===== src/rtl/sort_arbiter_2_if.sv =====
// sort_arbiter_2_if
//   Bundles the request, sorter and response signals of sort_arbiter_2.
//   slave  : the arbiter's view (drives ready, sorter inputs, response, status).
//   master : the surrounding system's view (requesters plus the attached
//            4-input sorter).
//
//   en                      grant enable
//   req{0,1}_valid/_ready   request handshake, 4-element vectors in req{0,1}_data
//   s_x_valid/s_x/s_x_label sorter input side
//   s_y_valid/s_y/s_y_label sorter output side
//   rsp_valid/rsp_id/rsp_data/rsp_label  sorted result and its owner
//   busy, err, issued_cnt   status
interface sort_arbiter_2_if #(
    parameter int DATA_WIDTH  = 8,
    parameter int LABEL_WIDTH = 2
);
    logic                     en;
    logic                     req0_valid;
    logic                     req1_valid;
    logic                     req0_ready;
    logic                     req1_ready;
    logic [4*DATA_WIDTH-1:0]  req0_data;
    logic [4*DATA_WIDTH-1:0]  req1_data;

    logic                     s_x_valid;
    logic [4*DATA_WIDTH-1:0]  s_x;
    logic [4*LABEL_WIDTH-1:0] s_x_label;
    logic                     s_y_valid;
    logic [4*DATA_WIDTH-1:0]  s_y;
    logic [4*LABEL_WIDTH-1:0] s_y_label;

    logic                     rsp_valid;
    logic                     rsp_id;
    logic [4*DATA_WIDTH-1:0]  rsp_data;
    logic [4*LABEL_WIDTH-1:0] rsp_label;

    logic                     busy;
    logic                     err;
    logic [15:0]              issued_cnt;

    modport slave (
        input  en, req0_valid, req1_valid, req0_data, req1_data,
               s_y_valid, s_y, s_y_label,
        output req0_ready, req1_ready,
               s_x_valid, s_x, s_x_label,
               rsp_valid, rsp_id, rsp_data, rsp_label,
               busy, err, issued_cnt
    );

    modport master (
        output en, req0_valid, req1_valid, req0_data, req1_data,
               s_y_valid, s_y, s_y_label,
        input  req0_ready, req1_ready,
               s_x_valid, s_x, s_x_label,
               rsp_valid, rsp_id, rsp_data, rsp_label,
               busy, err, issued_cnt
    );
endinterface


===== src/rtl/sort_arbiter_2.sv =====
// sort_arbiter_2
//   Two-requester round-robin front end for a fixed-latency 4-input sorter.
//   A granted vector is registered onto the sorter input for one cycle with
//   slot labels 0..3; a {valid, id} tracker of LATENCY stages follows it so
//   the sorter's result can be tagged with its owner. A sticky err flag
//   records any cycle where the sorter output disagrees with the tracker.
//
//   clk  : clock, rising edge
//   rst  : asynchronous active-low reset
//   bus  : sort_arbiter_2_if.slave (request handshake, sorter ports,
//          response, busy/err/issued_cnt status)
module sort_arbiter_2 #(
    parameter int DATA_WIDTH  = 8,
    parameter int LABEL_WIDTH = 2,
    parameter int LATENCY     = 3
) (
    input  logic             clk,
    input  logic             rst,
    sort_arbiter_2_if.slave  bus
);

    logic                     grant0;
    logic                     grant1;
    logic                     any_grant;
    logic [4*LABEL_WIDTH-1:0] slot_labels;

    logic                     ptr;        // favoured requester
    logic                     x_valid_q;
    logic [4*DATA_WIDTH-1:0]  x_q;
    logic [4*LABEL_WIDTH-1:0] x_label_q;
    logic                     x_id_q;
    logic [LATENCY-1:0]       trk_valid;
    logic [LATENCY-1:0]       trk_id;
    logic                     err_q;
    logic [15:0]              cnt_q;

    // Grant is combinational so a request is accepted in the cycle it is
    // presented. The favoured requester wins a tie; a lone requester always wins.
    always_comb begin
        // NOTE: every output of a combinational block gets a default first so
        // no path leaves it unassigned, which would otherwise infer a latch.
        grant0 = 1'b0;
        grant1 = 1'b0;
        if (rst && bus.en) begin
            if (bus.req0_valid && (!bus.req1_valid || !ptr)) begin
                grant0 = 1'b1;
            end else if (bus.req1_valid) begin
                grant1 = 1'b1;
            end
        end
    end

    assign any_grant = grant0 | grant1;

    // Slot i of the sorter input always carries label i.
    always_comb begin
        slot_labels = '0;
        for (int i = 0; i < 4; i++) begin
            slot_labels[i*LABEL_WIDTH +: LABEL_WIDTH] = LABEL_WIDTH'(i);
        end
    end

    // Issue stage: the accepted vector sits on the sorter input for exactly
    // one cycle; data and labels hold their last values otherwise.
    always_ff @(posedge clk or negedge rst) begin
        // NOTE: all state registers use non-blocking assignment so every
        // register samples pre-edge values regardless of statement order.
        if (!rst) begin
            ptr       <= 1'b0;
            x_valid_q <= 1'b0;
            x_q       <= '0;
            x_label_q <= '0;
            x_id_q    <= 1'b0;
            cnt_q     <= '0;
        end else begin
            x_valid_q <= any_grant;
            if (any_grant) begin
                x_q       <= grant1 ? bus.req1_data : bus.req0_data;
                x_label_q <= slot_labels;
                x_id_q    <= grant1;
                ptr       <= grant0;       // favour the one just passed over
                cnt_q     <= cnt_q + 16'd1;
            end
        end
    end

    // Tracker: mirrors the sorter pipeline. Stage 0 loads on the same edge
    // the sorter samples s_x, so the last stage lines up with s_y_valid.
    always_ff @(posedge clk or negedge rst) begin
        // NOTE: every tracker stage is reset (unlike a plain data store)
        // because the valid bits decide err; a mid-flight reset must empty it.
        if (!rst) begin
            trk_valid <= '0;
            trk_id    <= '0;
            err_q     <= 1'b0;
        end else begin
            for (int i = LATENCY - 1; i > 0; i--) begin
                trk_valid[i] <= trk_valid[i-1];
                trk_id[i]    <= trk_id[i-1];
            end
            trk_valid[0] <= x_valid_q;
            trk_id[0]    <= x_id_q;
            if (bus.s_y_valid != trk_valid[LATENCY-1]) begin
                err_q <= 1'b1;
            end
        end
    end

    assign bus.req0_ready = grant0;
    assign bus.req1_ready = grant1;
    assign bus.s_x_valid  = x_valid_q;
    assign bus.s_x        = x_q;
    assign bus.s_x_label  = x_label_q;
    assign bus.rsp_valid  = bus.s_y_valid;
    assign bus.rsp_id     = trk_id[LATENCY-1];
    assign bus.rsp_data   = bus.s_y;
    assign bus.rsp_label  = bus.s_y_label;
    assign bus.busy       = x_valid_q | (|trk_valid);
    assign bus.err        = err_q;
    assign bus.issued_cnt = cnt_q;

endmodule


===== src/flat_wrapper.sv =====
// flat-port wrapper written by rule: the top's interface ports become plain ports
module sort_arbiter_2_flat 
#(
    parameter int DATA_WIDTH  = 8,
    parameter int LABEL_WIDTH = 2,
    parameter int LATENCY     = 3
)
  (clk, rst, bus_en, bus_req0_valid, bus_req1_valid, bus_req0_data, bus_req1_data, bus_s_y_valid, bus_s_y, bus_s_y_label, bus_req0_ready, bus_req1_ready, bus_s_x_valid, bus_s_x, bus_s_x_label, bus_rsp_valid, bus_rsp_id, bus_rsp_data, bus_rsp_label, bus_busy, bus_err, bus_issued_cnt);
  sort_arbiter_2_if #(.DATA_WIDTH(DATA_WIDTH), .LABEL_WIDTH(LABEL_WIDTH)) bus_i ();
  input  logic clk;
  input  logic rst;
  input wire logic [$bits(bus_i.en)-1:0] bus_en;
  input wire logic [$bits(bus_i.req0_valid)-1:0] bus_req0_valid;
  input wire logic [$bits(bus_i.req1_valid)-1:0] bus_req1_valid;
  input wire logic [$bits(bus_i.req0_data)-1:0] bus_req0_data;
  input wire logic [$bits(bus_i.req1_data)-1:0] bus_req1_data;
  input wire logic [$bits(bus_i.s_y_valid)-1:0] bus_s_y_valid;
  input wire logic [$bits(bus_i.s_y)-1:0] bus_s_y;
  input wire logic [$bits(bus_i.s_y_label)-1:0] bus_s_y_label;
  output wire logic [$bits(bus_i.req0_ready)-1:0] bus_req0_ready;
  output wire logic [$bits(bus_i.req1_ready)-1:0] bus_req1_ready;
  output wire logic [$bits(bus_i.s_x_valid)-1:0] bus_s_x_valid;
  output wire logic [$bits(bus_i.s_x)-1:0] bus_s_x;
  output wire logic [$bits(bus_i.s_x_label)-1:0] bus_s_x_label;
  output wire logic [$bits(bus_i.rsp_valid)-1:0] bus_rsp_valid;
  output wire logic [$bits(bus_i.rsp_id)-1:0] bus_rsp_id;
  output wire logic [$bits(bus_i.rsp_data)-1:0] bus_rsp_data;
  output wire logic [$bits(bus_i.rsp_label)-1:0] bus_rsp_label;
  output wire logic [$bits(bus_i.busy)-1:0] bus_busy;
  output wire logic [$bits(bus_i.err)-1:0] bus_err;
  output wire logic [$bits(bus_i.issued_cnt)-1:0] bus_issued_cnt;
  assign bus_i.en = bus_en;
  assign bus_i.req0_valid = bus_req0_valid;
  assign bus_i.req1_valid = bus_req1_valid;
  assign bus_i.req0_data = bus_req0_data;
  assign bus_i.req1_data = bus_req1_data;
  assign bus_i.s_y_valid = bus_s_y_valid;
  assign bus_i.s_y = bus_s_y;
  assign bus_i.s_y_label = bus_s_y_label;
  assign bus_req0_ready = bus_i.req0_ready;
  assign bus_req1_ready = bus_i.req1_ready;
  assign bus_s_x_valid = bus_i.s_x_valid;
  assign bus_s_x = bus_i.s_x;
  assign bus_s_x_label = bus_i.s_x_label;
  assign bus_rsp_valid = bus_i.rsp_valid;
  assign bus_rsp_id = bus_i.rsp_id;
  assign bus_rsp_data = bus_i.rsp_data;
  assign bus_rsp_label = bus_i.rsp_label;
  assign bus_busy = bus_i.busy;
  assign bus_err = bus_i.err;
  assign bus_issued_cnt = bus_i.issued_cnt;
  sort_arbiter_2 #(.DATA_WIDTH(DATA_WIDTH), .LABEL_WIDTH(LABEL_WIDTH), .LATENCY(LATENCY)) u_core (.clk(clk), .rst(rst), .bus(bus_i));
endmodule

===== config.mk =====
export PLATFORM = sky130hd
export DESIGN_NAME = sort_arbiter_2_flat
export DESIGN_NICKNAME = d
export VERILOG_FILES = /design/src/rtl/sort_arbiter_2_if.sv /design/src/rtl/sort_arbiter_2.sv /design/src/flat_wrapper.sv
export SDC_FILE = /design/constraint.sdc
export NUM_CORES = 1
export LEC_CHECK = 0
export BUFFER_PORTS_ARGS = -buffer_cell sky130_fd_sc_hd__buf_2
export CAP_MARGIN = 20
export CORE_ASPECT_RATIO = 1.2
export CORE_MARGIN = 2
export CORE_UTILIZATION = 40
export DETAILED_ROUTE_END_ITERATION = 8
export GPL_ROUTABILITY_DRIVEN = 0
export PLACE_DENSITY = 0.8
export SYNTH_ARGS = -nofsm -noshare
export SYNTH_HDL_FRONTEND = slang
export SYNTH_SLANG_ARGS = --single-unit

===== constraint.sdc =====
create_clock -name clk -period 1.4 [get_ports clk]
set_input_delay 0.07 -clock clk [delete_from_list [all_inputs] [get_ports clk]]
set_output_delay 0.07 -clock clk [all_outputs]
set_load 0.05 [all_outputs]

==> implementation parameters <==
Parameter                              Value

Cells and area
  Number of diodes ... 0
  Share of layout cells above drive strength 1 ... 43.7%
  Final instance area ... 0.00428 mm²
  Growth of design area from synthesis to finish ... 56.8%
  Final-stage net count ... 516

Synth
  Post-Synthesis Cells ... 238
  Count of synthesis-stage warnings from yosys ... 0
  Share of the synthesized area in the top cell type ... 54.1%
  Synth unique cells ... 25
  Share of the yosys chip area belonging to registers ... 54.1%
  EDFF count, synth ... 0
  Number of flip-flops and latches in the synthesized netlist ... 59
  Post-synthesis instance area ... 0.00273 mm²
  Most frequent cells after synthesis ... sky130_fd_sc_hd__dfrtp_1 (59), sky130_fd_sc_hd__buf_4 (48), sky130_fd_sc_hd__inv_1 (33)
  Library cell with the highest instance count after synthesis ... sky130_fd_sc_hd__dfrtp_1
  FFs w/ async S/R, synth ... 100%
  Main synth FF type ... sky130_fd_sc_hd__dfrtp_1
  Top cell type by total area after synthesis ... sky130_fd_sc_hd__dfrtp_1
  Cell types with the largest area share after synthesis ... sky130_fd_sc_hd__dfrtp_1 (54%), sky130_fd_sc_hd__buf_4 (13%), sky130_fd_sc_hd__a222oi_1 (12%)
  Post-synthesis area per instance ... 11.5 µm²

Routing
  Vias after detailed routing ... 2,515
  Router iterations before antenna repair ... 8
  Starting DRT DRC Count ... 283
  Final antenna-violating net count ... 0
  Routed via count divided by cell count ... 5.06
  Aggregate routed wire length ... 9070 µm
  Number of remaining DRC errors ... 0
  Routed wire per std cell ... 18.2 µm

Die
  Row count ... 33
  Initial standard-cell utilization of the core ... 40.6%
  Count of pins on the block boundary ... 213
  Die boundary width ... 79.4 µm
  Core ar. ... 0.00673 mm²
  Die Outline Area ... 0.00751 mm²
  Die Span Y ... 94.5 µm

GRT
  Maximum number of pins on one net before global-route repair ... 59
  Vias in the first global route ... 2,547
  Residual overflow from global routing ... 0
  Antenna violations before repair ... 0
  Total routing resource utilization after global routing ... 22.6%
  First-pass GRT wire length ... 12,700 µm

STA
  Final worst path period need ... 1.48 ns
  Fmax ... 678 MHz
  Final setup skew ... 0.00816 ns
  Min setup slack post-route ... -0.0751 ns
  Worst hold-check slack ... -0.00991 ns
  Fin crit share ... 105%
  Final hold vios ... 16
  Unrepaired setup endpoints after global routing ... yes
  Slew at the pin closest to its max-slew limit ... 0.712 ns
  Finish-stage setup viols ... 22
  Slew Viols, Final ... 0
  Worst slew margin ... 52.5%

Worst setup path
  Launch point of the worst reg-to-reg path ... u_core.ptr
  Critical path start-end classification ... reg2out
  Crit end category ... output port
  Worst Reg-to-Reg Cells ... 6
  R2R Setup Slk ... -0.05 ns
  Data arrival time at the worst-slack endpoint ... 1.41 ns
  CP Data Required Time ... 1.33 ns
  Critical path launch point type ... register
  Reg-to-reg endpoint ... u_core.bus.s_x[17]
  Largest fanout on the critical path ... 2

Pwr
  Leak Pwr ... 2.27 nW
  Power Total ... 6.23 mW
  Worst vdd rail ir drop ... 738 µV
  Pwr per Cell Area ... 1460 mW/mm²

Worst hold path
  Path class of the lowest-slack min-delay path ... in2async

Clocking
  Clock insertion delay at the later pin of the skew report ... 0.33 ns
  Clock-pin slew on the worst setup and hold paths ... 0.07 ns
  Root Buffer ... sky130_fd_sc_hd__clkbuf_8
  CTS tree ... built
  TritonCTS buffer count ... 9
  Maximum level of the CTS H-tree ... 3
  Number of clock sinks ... 59
  Max Root-Sink Buffers ... 2

Place
  Placed Area ... 0.00318 mm²
  Quantity of I/O buffers inserted on ports ... 128
  Minimum setup slack after placement ... 0.0890 ns
  Hpwl dp ... 4920 µm

Status
  Outcome ... finished, violations left
  Violated checks ... hold timing, setup timing

Job
  Max-cap violations ... 0
[critical path, cell delays in order, from the launching register on]
cell and delay (ns):
sky130_fd_sc_hd__dfrtp_1 0.38, sky130_fd_sc_hd__or4_4 0.54, sky130_fd_sc_hd__buf_8 0.16
[layout by cell type (no fill, tap or decap), types with 2 or more instances in the layout]
cell type / Yosys / layout
sky130_fd_sc_hd__a222oi_1: 32 / 32
sky130_fd_sc_hd__a21oi_4: 0 / 2
sky130_fd_sc_hd__and3_1: 3 / 2
sky130_fd_sc_hd__xor2_1: 3 / 3
sky130_fd_sc_hd__inv_1: 33 / 32
sky130_fd_sc_hd__nor2_1: 4 / 4
sky130_fd_sc_hd__buf_2: 7 / 125
sky130_fd_sc_hd__dfrtp_1: 59 / 49
sky130_fd_sc_hd__bufinv_16: 0 / 3
sky130_fd_sc_hd__xnor2_1: 13 / 13
sky130_fd_sc_hd__nand3_1: 4 / 4
sky130_fd_sc_hd__and3_4: 1 / 2
sky130_fd_sc_hd__nand4_1: 6 / 6
sky130_fd_sc_hd__buf_12: 0 / 5
sky130_fd_sc_hd__conb_1: 1 / 4
sky130_fd_sc_hd__nand2_1: 9 / 9
sky130_fd_sc_hd__buf_4: 48 / 9
sky130_fd_sc_hd__clkbuf_8: 0 / 10
sky130_fd_sc_hd__dlygate4sd3_1: 0 / 65
sky130_fd_sc_hd__buf_6: 0 / 2
sky130_fd_sc_hd__clkbuf_16: 0 / 3
sky130_fd_sc_hd__clkbuf_1: 2 / 2
sky130_fd_sc_hd__nand2b_1: 3 / 3
sky130_fd_sc_hd__dfrtp_2: 0 / 10
[logic make-up (layout without fill, tap and decap cells)]
kind of cell | Yosys count | count (layout) | share of synthesized area (%)
and+or+nand+nor | 33 | 33 | 7.10
DFF | 59 | 59 | 54.1
adders and majority gates | 1 | 1 | 0.458
buffers and inverters | 91 | 260 | 19.5
xor gates and xnor gates | 16 | 16 | 5.13
other | 1 | 4 | 0.137
AOI/OAI and AO/OA | 37 | 37 | 13.6
[through the flow]
stage	cells	TNS, ns	utilization [%]
finish	497	-0.643	63.7
global route	497	-2.56	63.7
CTS	488	-0.152	61.1
detailed placement	405	0	47.2
global placement	405	0	47.2
floorplan	241	0	-
[final cells by class]
class                   instances  area [µm²]
flip-flops and latches         59        1490
inverters                      34         130
fillers                       501        2450
clock inverters                 4        97.6
clock buffers                  12         145
multi-input cells              91         757
well taps                      87         109
repair buffers                210        1560
[what timing repair did]
action                     CTS  global route
setup buffers                2             6
pin swaps                    1             4
hold buffers                65             0
gates resized for setup      8             9
setup endpoints to repair    3            12
hold endpoints to repair    33             0
cloned                       0             3
[sequential cells by signal, indices dropped and copies added, names as in the netlist]
name / cells
u_core.bus.s_x_label: 1
u_core.trk_valid: 3
u_core.bus.issued_cnt: 16
u_core.bus.err: 1
u_core.trk_id: 3
u_core.bus.s_x: 32
u_core.x_id_q: 1
u_core.bus.s_x_valid: 1
u_core.ptr: 1
[where the power goes]
group          switching, mW  internal [mW]  total (mW)
Combinational           1.45          0.650        2.10
Clock                  0.658           1.23        1.89
Sequential             0.235           2.01        2.24
Total                   2.35           3.89        6.23
[worst max path at each step]
stage,from,endpoint,slack (ns),cells past startpoint
2_1_floorplan,u_core.bus.issued_cnt[0],u_core.bus.issued_cnt[14],0.01,4
3_3_place_gp,u_core.ptr,u_core.bus.s_x[5],0.14,5
3_5_place_dp,u_core.ptr,u_core.bus.s_x[5],0.09,5
4_1_cts,u_core.trk_valid[0],bus_busy,-0.09,2
5_1_grt,u_core.ptr,u_core.bus.s_x[27],-0.14,6
6_report,u_core.trk_valid[2],bus_busy,-0.08,2
[layer usage]
metal	share of wire [%]	global-route usage, %	vias up
met5	0	0	-
met4	3.0	11.6	0
met3	9.7	6.50	27
met2	52	38.9	177
met1	35	25.3	1189
li1	-	-	1122
Power figures use the tool's default switching activity.
